File: src/rtl/factorial_scheduler_pkg.sv
// Shared definitions for the factorial scheduler: state encoding and default widths.
package factorial_scheduler_pkg;

  localparam int N_W_DEF   = 8;
  localparam int RES_W_DEF = 17;

  typedef enum logic [1:0] {
    S_IDLE = 2'd0,
    S_MUL  = 2'd1,
    S_DONE = 2'd2
  } state_t;

endpackage

File: src/rtl/factorial_scheduler_rr_arbiter2.sv
// Two-way round-robin arbiter; combinational one-hot grant, ptr selects the winner on contention.
module rr_arbiter2 (
  input  logic [1:0] i_req,
  input  logic       i_ptr,
  input  logic       i_en,
  output logic [1:0] o_grant
);

  always_comb begin
    o_grant = 2'b00;
    if (i_en) begin
      if (i_req == 2'b11) begin
        o_grant = i_ptr ? 2'b10 : 2'b01;
      end else begin
        o_grant = i_req;
      end
    end
  end

endmodule

File: src/rtl/factorial_scheduler.sv
// Two-requester scheduler sharing one iterative, saturating factorial datapath (one multiply per clock).
module factorial_scheduler
  import factorial_scheduler_pkg::*;
#(
  parameter int N_W   = N_W_DEF,
  parameter int RES_W = RES_W_DEF
) (
  input  logic             i_clk,
  input  logic             i_rst_n,
  input  logic             i_clr,
  input  logic [1:0]       i_req,
  input  logic [N_W-1:0]   i_num0,
  input  logic [N_W-1:0]   i_num1,
  output logic [1:0]       o_gnt,
  output logic             o_busy,
  output logic             o_done,
  output logic             o_done_id,
  output logic [RES_W-1:0] o_result,
  output logic             o_ov
);

  localparam int P_W = RES_W + N_W;

  state_t           r_state;
  state_t           w_state_nxt;
  logic             r_rr_ptr;
  logic             r_id;
  logic             r_ov_int;
  logic [RES_W-1:0] r_acc;
  logic [N_W-1:0]   r_idx;
  logic [1:0]       r_gnt;
  logic             r_done;
  logic             r_done_id;
  logic [RES_W-1:0] r_result;
  logic             r_ov;

  logic [1:0]       w_arb_gnt;
  logic             w_arb_en;
  logic             w_pick;
  logic             w_last;
  logic             w_sat;
  logic [P_W-1:0]   w_prod;

  assign w_arb_en = (r_state == S_IDLE) && !i_clr;

  rr_arbiter2 u_arb (
    .i_req   (i_req),
    .i_ptr   (r_rr_ptr),
    .i_en    (w_arb_en),
    .o_grant (w_arb_gnt)
  );

  assign w_pick = w_arb_gnt[1];
  assign w_last = (r_idx <= N_W'(1));
  assign w_prod = P_W'(r_acc) * P_W'(r_idx);
  // Once saturated, the accumulator stays all-ones for the rest of the job.
  assign w_sat  = (w_prod[P_W-1:RES_W] != '0) || r_ov_int;

  always_ff @(posedge i_clk or negedge i_rst_n) begin
    if (!i_rst_n) begin
      r_state <= S_IDLE;
    end else begin
      r_state <= w_state_nxt;
    end
  end

  always_comb begin
    w_state_nxt = r_state;
    case (r_state)
      S_IDLE:  if (|w_arb_gnt) w_state_nxt = S_MUL;
      S_MUL:   if (w_last)     w_state_nxt = S_DONE;
      S_DONE:  w_state_nxt = S_IDLE;
      default: w_state_nxt = S_IDLE;
    endcase
    if (i_clr) begin
      w_state_nxt = S_IDLE;
    end
  end

  // done is raised on the edge entering DONE so it is visible num cycles after gnt.
  always_ff @(posedge i_clk or negedge i_rst_n) begin
    if (!i_rst_n) begin
      r_rr_ptr  <= 1'b0;
      r_id      <= 1'b0;
      r_ov_int  <= 1'b0;
      r_acc     <= RES_W'(1);
      r_idx     <= '0;
      r_gnt     <= 2'b00;
      r_done    <= 1'b0;
      r_done_id <= 1'b0;
      r_result  <= '0;
      r_ov      <= 1'b0;
    end else begin
      r_gnt  <= w_arb_gnt;
      r_done <= 1'b0;
      if (!i_clr) begin
        case (r_state)
          S_IDLE: begin
            if (|w_arb_gnt) begin
              r_idx    <= w_pick ? i_num1 : i_num0;
              r_acc    <= RES_W'(1);
              r_id     <= w_pick;
              r_ov_int <= 1'b0;
              r_rr_ptr <= ~w_pick;
            end
          end
          S_MUL: begin
            if (w_last) begin
              r_done    <= 1'b1;
              r_result  <= r_acc;
              r_ov      <= r_ov_int;
              r_done_id <= r_id;
            end else begin
              r_idx <= r_idx - N_W'(1);
              if (w_sat) begin
                r_acc    <= '1;
                r_ov_int <= 1'b1;
              end else begin
                r_acc <= w_prod[RES_W-1:0];
              end
            end
          end
          default: ;
        endcase
      end
    end
  end

  assign o_gnt     = r_gnt;
  assign o_busy    = (r_state != S_IDLE);
  assign o_done    = r_done;
  assign o_done_id = r_done_id;
  assign o_result  = r_result;
  assign o_ov      = r_ov;

endmodule

File: config.mk
export PLATFORM = sky130hd
export DESIGN_NAME = factorial_scheduler
export DESIGN_NICKNAME = d
export VERILOG_FILES = /design/src/rtl/factorial_scheduler_pkg.sv /design/src/rtl/factorial_scheduler_rr_arbiter2.sv /design/src/rtl/factorial_scheduler.sv
export SDC_FILE = /design/constraint.sdc
export NUM_CORES = 1
export LEC_CHECK = 0
export CORE_MARGIN = 5
export CORE_UTILIZATION = 60
export CTS_CLUSTER_DIAMETER = 100
export DETAILED_ROUTE_END_ITERATION = 16
export PLACE_DENSITY = 0.84
export SETUP_SLACK_MARGIN = 0.15
export SYNTH_ARGS = -nofsm -noshare
export SYNTH_HDL_FRONTEND = slang
export SYNTH_SLANG_ARGS = --single-unit
File: constraint.sdc
create_clock -name i_clk -period 5.8 [get_ports i_clk]
set_input_delay 1.16 -clock i_clk [delete_from_list [all_inputs] [get_ports i_clk]]
set_output_delay 1.16 -clock i_clk [all_outputs]
set_load 0.005 [all_outputs]
# Yosys cells after proc, flatten, opt, wreduce, memory -nomap -nowiden
# Cells that the tools add are included.
# Widths: inputs -> output; s select.
# classes
add_sub_neg,1
mul,1
order_cmp,1
n_eq_ne,7
mux,22
n_bitwise,2
n_reduce_logical,13
# op_table
op,n
$mux 17,3
$pmux 17 s2,1
$mul 17x8->25,1
$mux 8,3
$pmux 8 s2,1
$mux 2,6
$le 8x1->1 const B,1
$reduce_bool 8->1,1
$sub 8x1->8 const B,1
$mux 1,6
$reduce_and 3->1,2
$reduce_and 5->1,1
$ne 2x2->1 const B,2
$pmux 2 s2,1
$reduce_and 4->1,1
$reduce_bool 2->1,2
$ne 3x2->1 const B,1
$ne 3x3->1 const B,1
$eq 2x1->1 const B,1
$eq 2x2->1 const B,1
$logic_not 2->1,1
$ne 2x1->1 const B,1
$not 1->1,2
$pmux 1 s2,1
other kinds (5),5
# totals
reg_bits,52
input_bits,21

# Logic depth before layout (Yosys ltp)
# Gate-level depths: netlist of the first run.
# depth
word_depth,7
mapped_depth,22

# Modules after synthesis
# A second synthesis of the first run with hierarchy kept.
# hier_totals
cells_unflattened,718
area_unflattened_um2,6757.7
# modules_own_cells
mod,instances,cells_per_inst,area_each_um2
factorial_scheduler,1,713,6736.5
rr_arbiter2,1,5,21.3

# Least setup slack after synthesis of the first run
# No wires, ideal clock.
# synth_path
kind,reg2reg
startpoint,register r_idx[2]
endpoint,register r_acc[10]
t_arrival_ns,5.134
t_required_ns,5.678
setup_slack_ns,0.543
path_stages_with_launch,22
path_buffers,3
period_less_slack_ns,5.257
path_cell_list,dfrtp_1 > clkbuf_1 > clkbuf_1 > nand2_1 > fa_1 > fa_1 > inv_1 > fa_1 > inv_1 > fa_1 > inv_1 > ha_1 > o211ai_1 > a21oi_2 > nor2_1 > or4_4 > a21oi_2 > xnor2_1 > o211ai_2 > nor3_4 > buf_6 > a21oi_2
# synth_between
elab_chain_cells,6
elab_cells_between_ends,9
classes_between,1 x mul; 1 x order compare; 1 x eq/ne; 3 x mux; 3 x reduce/logical
# synth_lines
element,line_no,text
start: declaration,factorial_scheduler.sv:30,logic [N_W-1:0] r_idx;
start signal: assignment,factorial_scheduler.sv:100,r_idx <= w_pick ? i_num1 : i_num0;
start signal: assignment,factorial_scheduler.sv:114,r_idx <= r_idx - N_W'(1);
$mul 17x8->25,factorial_scheduler.sv:55,assign w_prod = P_W'(r_acc) * P_W'(r_idx);
$reduce_bool 8->1,factorial_scheduler.sv:57,assign w_sat = (w_prod[P_W-1:RES_W] != '0) || r_ov_int;
$logic_or 1x1->1,factorial_scheduler.sv:57,
$mux 17,factorial_scheduler.sv:115,if (w_sat) begin
$mux 17,factorial_scheduler.sv:108,if (w_last) begin
$pmux 17 s2,factorial_scheduler.sv:97,case (r_state)
end signal: assignment,factorial_scheduler.sv:119,r_acc <= w_prod[RES_W-1:0];
end: declaration,factorial_scheduler.sv:29,logic [RES_W-1:0] r_acc;
# Several ways; a longest one is shown, not always the timed one. The select of a mux whose other input is x is not followed.
# A chain may end at the register's enable or synchronous reset.

# Worst setup path after layout of the first run
# layout_path
startpoint,register r_idx[5]
endpoint,register r_acc[16]
# The elaborated chain is that of the path after synthesis.

==> results_dict.tcl, run 1 <==
set metrics [dict create \
    status "completed" \
    critical-path-slowest-cell "dfrtp_2" \
    syn-num-nets 928 \
    totalNegativeSetupSlack_ps 0 \
    synth_async_sr_flop_share 1.00 \
    timing_max_transition_violations_final 0 \
    critical_path.startpoint_type "flop" \
    max_slew_margin 0.433 \
    grt.met1_usage 0.319 \
    worst-path-buf-inv 3 \
    critical_path.cell_chain "and2_1 > fa_1 > inv_1 > fa_1 > fa_1 > inv_1 > fa_1 > ha_1 > a21oi_1 > o21a_1 > o21ai_0 > a31o_2 > a41o_1 > xnor2_2 > o211ai_2 > nor3_4 > buf_4 > a21oi_1" \
    critical-path-max-stage-delay_ps 550 \
    io_pins 44 \
    tightestPinTransition_ps 849 \
    cts_hold_buf 0 \
    netlist-cell-type-count 61 \
    io_buffer_count 43 \
    multiInputGateArea_mm2 0.00490 \
    cp_data_required_time_ps 5970 \
    grt_pass1_wl_mm 28.0 \
    cts.path.max_buffers 2 \
    cts-htree-levels 2 \
    seq_area_mm2 0.00131 \
    post_synth_instance_area_mm2 0.00678 \
    detail_route.vias_per_cell 5.86 \
    global_route.overflow_total 0 \
    rsz0062_at_grt "no" \
    utilization 0.678 \
    cp_common_cell "fa_1" \
    timing.fmax_ghz 0.187 \
    antenna_left 0 \
    totalWireLength_mm 16.1 \
    num-fill-cells 858 \
    antenna_cells 0 \
    fraction_of_the_yosys_area_taken_by_sequential_cells 0.192 \
    fin_skew_ps 11.6 \
    grt_antenna_before_repair 0 \
    route.detailed.wl_per_inst_um 17.3 \
    start_util 0.620 \
    netlist_instances 770 \
    grt_max_degree 53 \
    clkTransAtPathRegs_ps 80 \
    drc 0 \
    yosys_most_used_dff "dfrtp_1" \
    cts_inserted_buffers 5 \
    dp.final_hpwl_mm 12.6 \
    crit_path_max_fanout 20 \
    tritoncts_num_sinks 52 \
    via_count 5426 \
    final_net_count 943 \
    ys_warn_count 0 \
    num_rows 38 \
    synth.avg_cell_area_um2 8.80 \
    setup.worst_path.end_class "flop" \
    data_arrival_at_the_endpoint_of_the_critical_path_ps 5520 \
    grtUsageTotal 0.260 \
    globalRoute.busiestLayer "met2" \
    hold_path_class "reg -> reg" \
    number_of_flops_mapped_to_enable_cells_by_yosys 0 \
    crit_family "adder cells" \
    post_route_cells_drive_above_1_share 0.0687 \
    drv_cap 0 \
    chipHeight_um 116 \
    global_route.usage.met3 0.0269 \
    design.core.area_mm2 0.0109 \
    synth-seq-cells 52 \
    path_class "reg -> reg" \
    tritoncts "yes" \
    finalWeightedCongestion 0.947 \
    grt_pass1_vias 5891 \
    post-route-period-util 0.923 \
    min_clock_period_post_route_ps 5350 \
    clkLatencyLatePin_ps 300 \
    clock_tree.root_cell "clkbuf_16" \
    groute.layer.met2.usage 0.468 \
    drt-pass1-iter-count 5 \
    setup_viol 0 \
    final-hold-violation-count 0 \
    fp.dieArea_mm2 0.0135 \
    iter_0_drt_violations 322 \
    die_width_um 116 \
    syn2layout_area_growth_pct 9.45 \
]
[per-layer routing]
layer	share of wire	routed length (um)
met1	0.38	6140
met2	0.52	8290
met5	0	0
met3	0.066	1060
met4	0.035	569
[cell usage after synthesis (all sizes together), types with 2 or more instances]
cell | count | area, um^2
a21oi | 54 | 319
or4 | 3 | 26.3
nand4 | 4 | 25.0
a21o | 2 | 16.3
mux2i | 5 | 50.1
nand3 | 9 | 45.0
and3 | 2 | 12.5
fa | 90 | 1800
o22ai | 2 | 12.5
nand2b | 9 | 56.3
xnor2 | 9 | 86.3
and2 | 108 | 676
o21ai | 21 | 109
dfrtp | 51 | 1280
ha | 47 | 588
buf | 5 | 37.5
a211oi | 4 | 40.0
xor2 | 10 | 87.6
o21a | 4 | 30.0
nand2 | 118 | 443
a21boi | 3 | 26.3
o211ai | 6 | 55.1
nor2 | 21 | 78.8
a22o | 3 | 26.3
nor4 | 2 | 18.8
inv | 109 | 409
nor3 | 10 | 61.3
or3 | 2 | 12.5
o21bai | 2 | 15.0
clkbuf | 36 | 135
[flip-flops by register name, summed over array words and instances, names as in the netlist, 2 cells and up]
register,count
r_acc,17
r_state,2
o_gnt,2
o_result,17
r_idx,8
[placed cells by master, fill, tap and decap left out, drive strengths merged, types with 6 or more instances in the layout]
| master | netlist | final |
|---|---|---|
| nor3 | 10 | 10 |
| nand2b | 9 | 9 |
| xnor2 | 9 | 9 |
| nand2 | 118 | 118 |
| fa | 90 | 90 |
| nor2 | 21 | 21 |
| xor2 | 10 | 10 |
| o211ai | 6 | 6 |
| clkdlybuf4s50 | 0 | 42 |
| buf | 5 | 7 |
| inv | 109 | 111 |
| o21ai | 21 | 21 |
| dfrtp | 51 | 51 |
| nand3 | 9 | 9 |
| a21oi | 54 | 54 |
| and2 | 108 | 108 |
| ha | 47 | 47 |
[final timing paths]
kind | startpoint | endpoint | slack [ps] | cells past startpoint
setup / recovery | r_idx[5]$_DFFE_PN0P_ | r_acc[16]$_DFFE_PN0P_ | 450 | 18
hold / removal | o_result[9]$_DFFE_PN0P_ | o_result[9]$_DFFE_PN0P_ | 480 | 2
setup reg to reg | r_idx[5]$_DFFE_PN0P_ | r_acc[16]$_DFFE_PN0P_ | 450 | 18
hold reg to reg | o_result[9]$_DFFE_PN0P_ | o_result[9]$_DFFE_PN0P_ | 480 | 2
max in group asynchronous | i_rst_n | r_idx[7]$_DFFE_PN0P_ | 4330 | 2
min in group asynchronous | i_rst_n | o_result[12]$_DFFE_PN0P_ | 990 | 2
[layout make-up]
class,instances,share of cell area
Timing Repair Buffer,49,0.0634
Clock inverter,3,0.00337
Clock buffer,5,0.0169
Multi-Input combinational cell,568,0.661
Sequential cell,52,0.177
Tap cell,140,0.0236
Inverter,109,0.0552
[tightest hold or removal path, delay by kind of cell (launching register included)]
kind	cells	cell delay, ps
AND/OR/NAND/NOR	2	110
flip-flops	1	340
[through the flow]
stage               worst slack [ps]  area (um^2)  hold slack, ps  cells
floorplan                        543         6780             439    770
global placement                 498         7250             459    918
detailed placement               292         7250             464    918
CTS                              273         7400             482    926
global route                     190         7420             499    926
finish                           449         7420             480    926
[cells by family (layout without fill, tap and decap cells)]
logic type | count (synthesis) | after routing | share of synthesized area
and+or+nand+nor | 293 | 293 | 0.222
buffers and inverters | 150 | 166 | 0.0859
adders and majority gates | 137 | 137 | 0.353
AOI/OAI and AO/OA | 113 | 113 | 0.112
DFF | 52 | 52 | 0.192
xor gates and xnor gates | 19 | 19 | 0.0257
muxes | 6 | 6 | 0.00905
[repair_timing]
item / in CTS / in global routing
buffers inserted: 0 / 0
gates resized for setup: 0 / 7
setup endpoints to repair: 0 / 16
Power of run 1 is left out: the tool's default activity adds up to more than one toggle a clock period on the data nets, which glitch-free logic cannot reach.
==> run 2, diff against run 1 <==
Settings changed: CTS_CLUSTER_SIZE set to 30, GPL_ROUTABILITY_DRIVEN set to 0.
==> results_dict.tcl, run 2 (synthesis results as in run 1) <==
set metrics [dict create \
    setup.worst_path.end_class "flop" \
    grt_antenna_before_repair 0 \
    detail_route.vias_per_cell 5.89 \
    fp.dieArea_mm2 0.0135 \
    crit_path_max_fanout 15 \
    post-cts-setup-buffer-count 0 \
    post-route-period-util 0.931 \
    hold_path_startpoint "o_result[16]$_DFFE_PN0P_" \
    cts-htree-levels 2 \
    tritoncts "yes" \
    tritoncts_num_sinks 52 \
    min_delay_worst_endpoint "o_result[16]$_DFFE_PN0P_" \
    min_clock_period_post_route_ps 5400 \
    antenna_cells 0 \
    design.core.area_mm2 0.0109 \
    path_class "reg -> reg" \
    status "completed" \
    totalWireLength_mm 16.3 \
    die_width_um 116 \
    clkTransAtPathRegs_ps 80 \
    timing.fmax_ghz 0.185 \
    totalNegativeSetupSlack_ps 0 \
    final_net_count 943 \
    layout.cells.most_common_list "118 x nand2_1, 109 x inv_1, 108 x and2_1" \
    worst_hold_path.num_cells 2 \
    chipHeight_um 116 \
    clkLatencyLatePin_ps 300 \
    rsz0062_at_grt "no" \
    iter_0_drt_violations 464 \
    final_common_cell "nand2_1" \
    grt_max_degree 53 \
    global_route.overflow_total 0 \
    cts.path.max_buffers 2 \
    tightestPinTransition_ps 955 \
    reg2reg_slack_ps 400 \
    clock_tree.root_cell "clkbuf_16" \
    beginning_of_the_critical_path "r_acc[7]$_DFFE_PN0P_" \
    dp.final_hpwl_mm 12.5 \
    io_buffer_count 43 \
    final-hold-violation-count 0 \
    setup_viol 0 \
    cts_inserted_buffers 5 \
    grtUsageTotal 0.264 \
    worstReg2RegStart "r_acc[7]$_DFFE_PN0P_" \
    drt-pass1-iter-count 6 \
    route.detailed.wl_per_inst_um 17.6 \
    worstRegToRegCells 18 \
    antenna_left 0 \
    grt_pass1_wl_mm 28.3 \
    drv_cap 0 \
    io_pins 44 \
    via_count 5450 \
    hold_path_class "reg -> reg" \
    fin_skew_ps 12.5 \
    timing_max_transition_violations_final 0 \
    grt_pass1_vias 5808 \
    drc 0 \
    syn2layout_area_growth_pct 9.38 \
    critical_path.startpoint_type "flop" \
    max_slew_margin 0.362 \
    cp_data_required_time_ps 5980 \
    num_rows 38 \
    critical_path.reg2reg.endpoint "r_acc[1]$_DFFE_PN0P_" \
    data_arrival_at_the_endpoint_of_the_critical_path_ps 5580 \
    post_route_cells_drive_above_1_share 0.0674 \
    start_util 0.620 \
]
-- run 2: cell counts in the layout (fill, tap and decap cells not counted) --
Identical to the previous run, type by type.
-- run 2: through the flow --
stage / setup slack [ps] / instances / instance area (um^2) / utilization / hold WS [ps]
finish: 398 / 926 / 7410 / 0.678 / 478
global route: 182 / 926 / 7410 / 0.678 / 497
CTS: 255 / 926 / 7400 / 0.677 / 481
detailed placement: 293 / 918 / 7250 / 0.663 / 464
global placement: 487 / 918 / 7250 / 0.663 / 458
floorplan: 543 / 770 / 6780 / - / 439
-- run 2: area by class of cell --
cell class | instances | area (um^2)
inverters | 109 | 409
flip-flops and latches | 52 | 1310
multi-input cells | 568 | 4900
repair buffers | 49 | 470
clock inverters | 3 | 25.0
clock buffers | 5 | 125
well taps | 140 | 175
fillers | 857 | 3520
-- run 2: critical path, stage by stage, from the launching register on --
cell      delay, ps
dfrtp_1         540
and2_1          240
fa_1            510
fa_1            530
fa_1            500
inv_1            60
fa_1            490
inv_1            50
ha_1            350
a21oi_1         270
o211ai_1        180
a211oi_2        410
o21bai_1        140
xnor2_1         150
o211ai_1        100
nand4b_4        230
nor3_4          140
buf_4           270
a21oi_1         110
-- run 2: per-layer routing --
layer  global-route usage  wire, um  up-vias
met2                0.477      8570      234
met5                    0         0        -
li1                     -         -     2453
met4               0.0951       448        0
met3               0.0254      1040       38
met1                0.329      6200     2725
-- run 2: how the worst max path moves through the flow --
stage                            endpoint  slack (ps)  cells past startpoint
floorplan           r_acc[10]$_DFFE_PN0P_         540                     21
global placement     r_acc[3]$_DFFE_PN0P_         490                     19
detailed placement   r_acc[1]$_DFFE_PN0P_         290                     18
CTS                  r_acc[1]$_DFFE_PN0P_         250                     18
global route         r_acc[1]$_DFFE_PN0P_         180                     19
finish               r_acc[1]$_DFFE_PN0P_         400                     18
-- run 2: timing repair --
item                                    in CTS  in global routing
hold buffers                                 0                  0
endpoints found under the setup margin       0                 16
resized for setup                            0                  6
Power of run 2 is left out for the same reason.
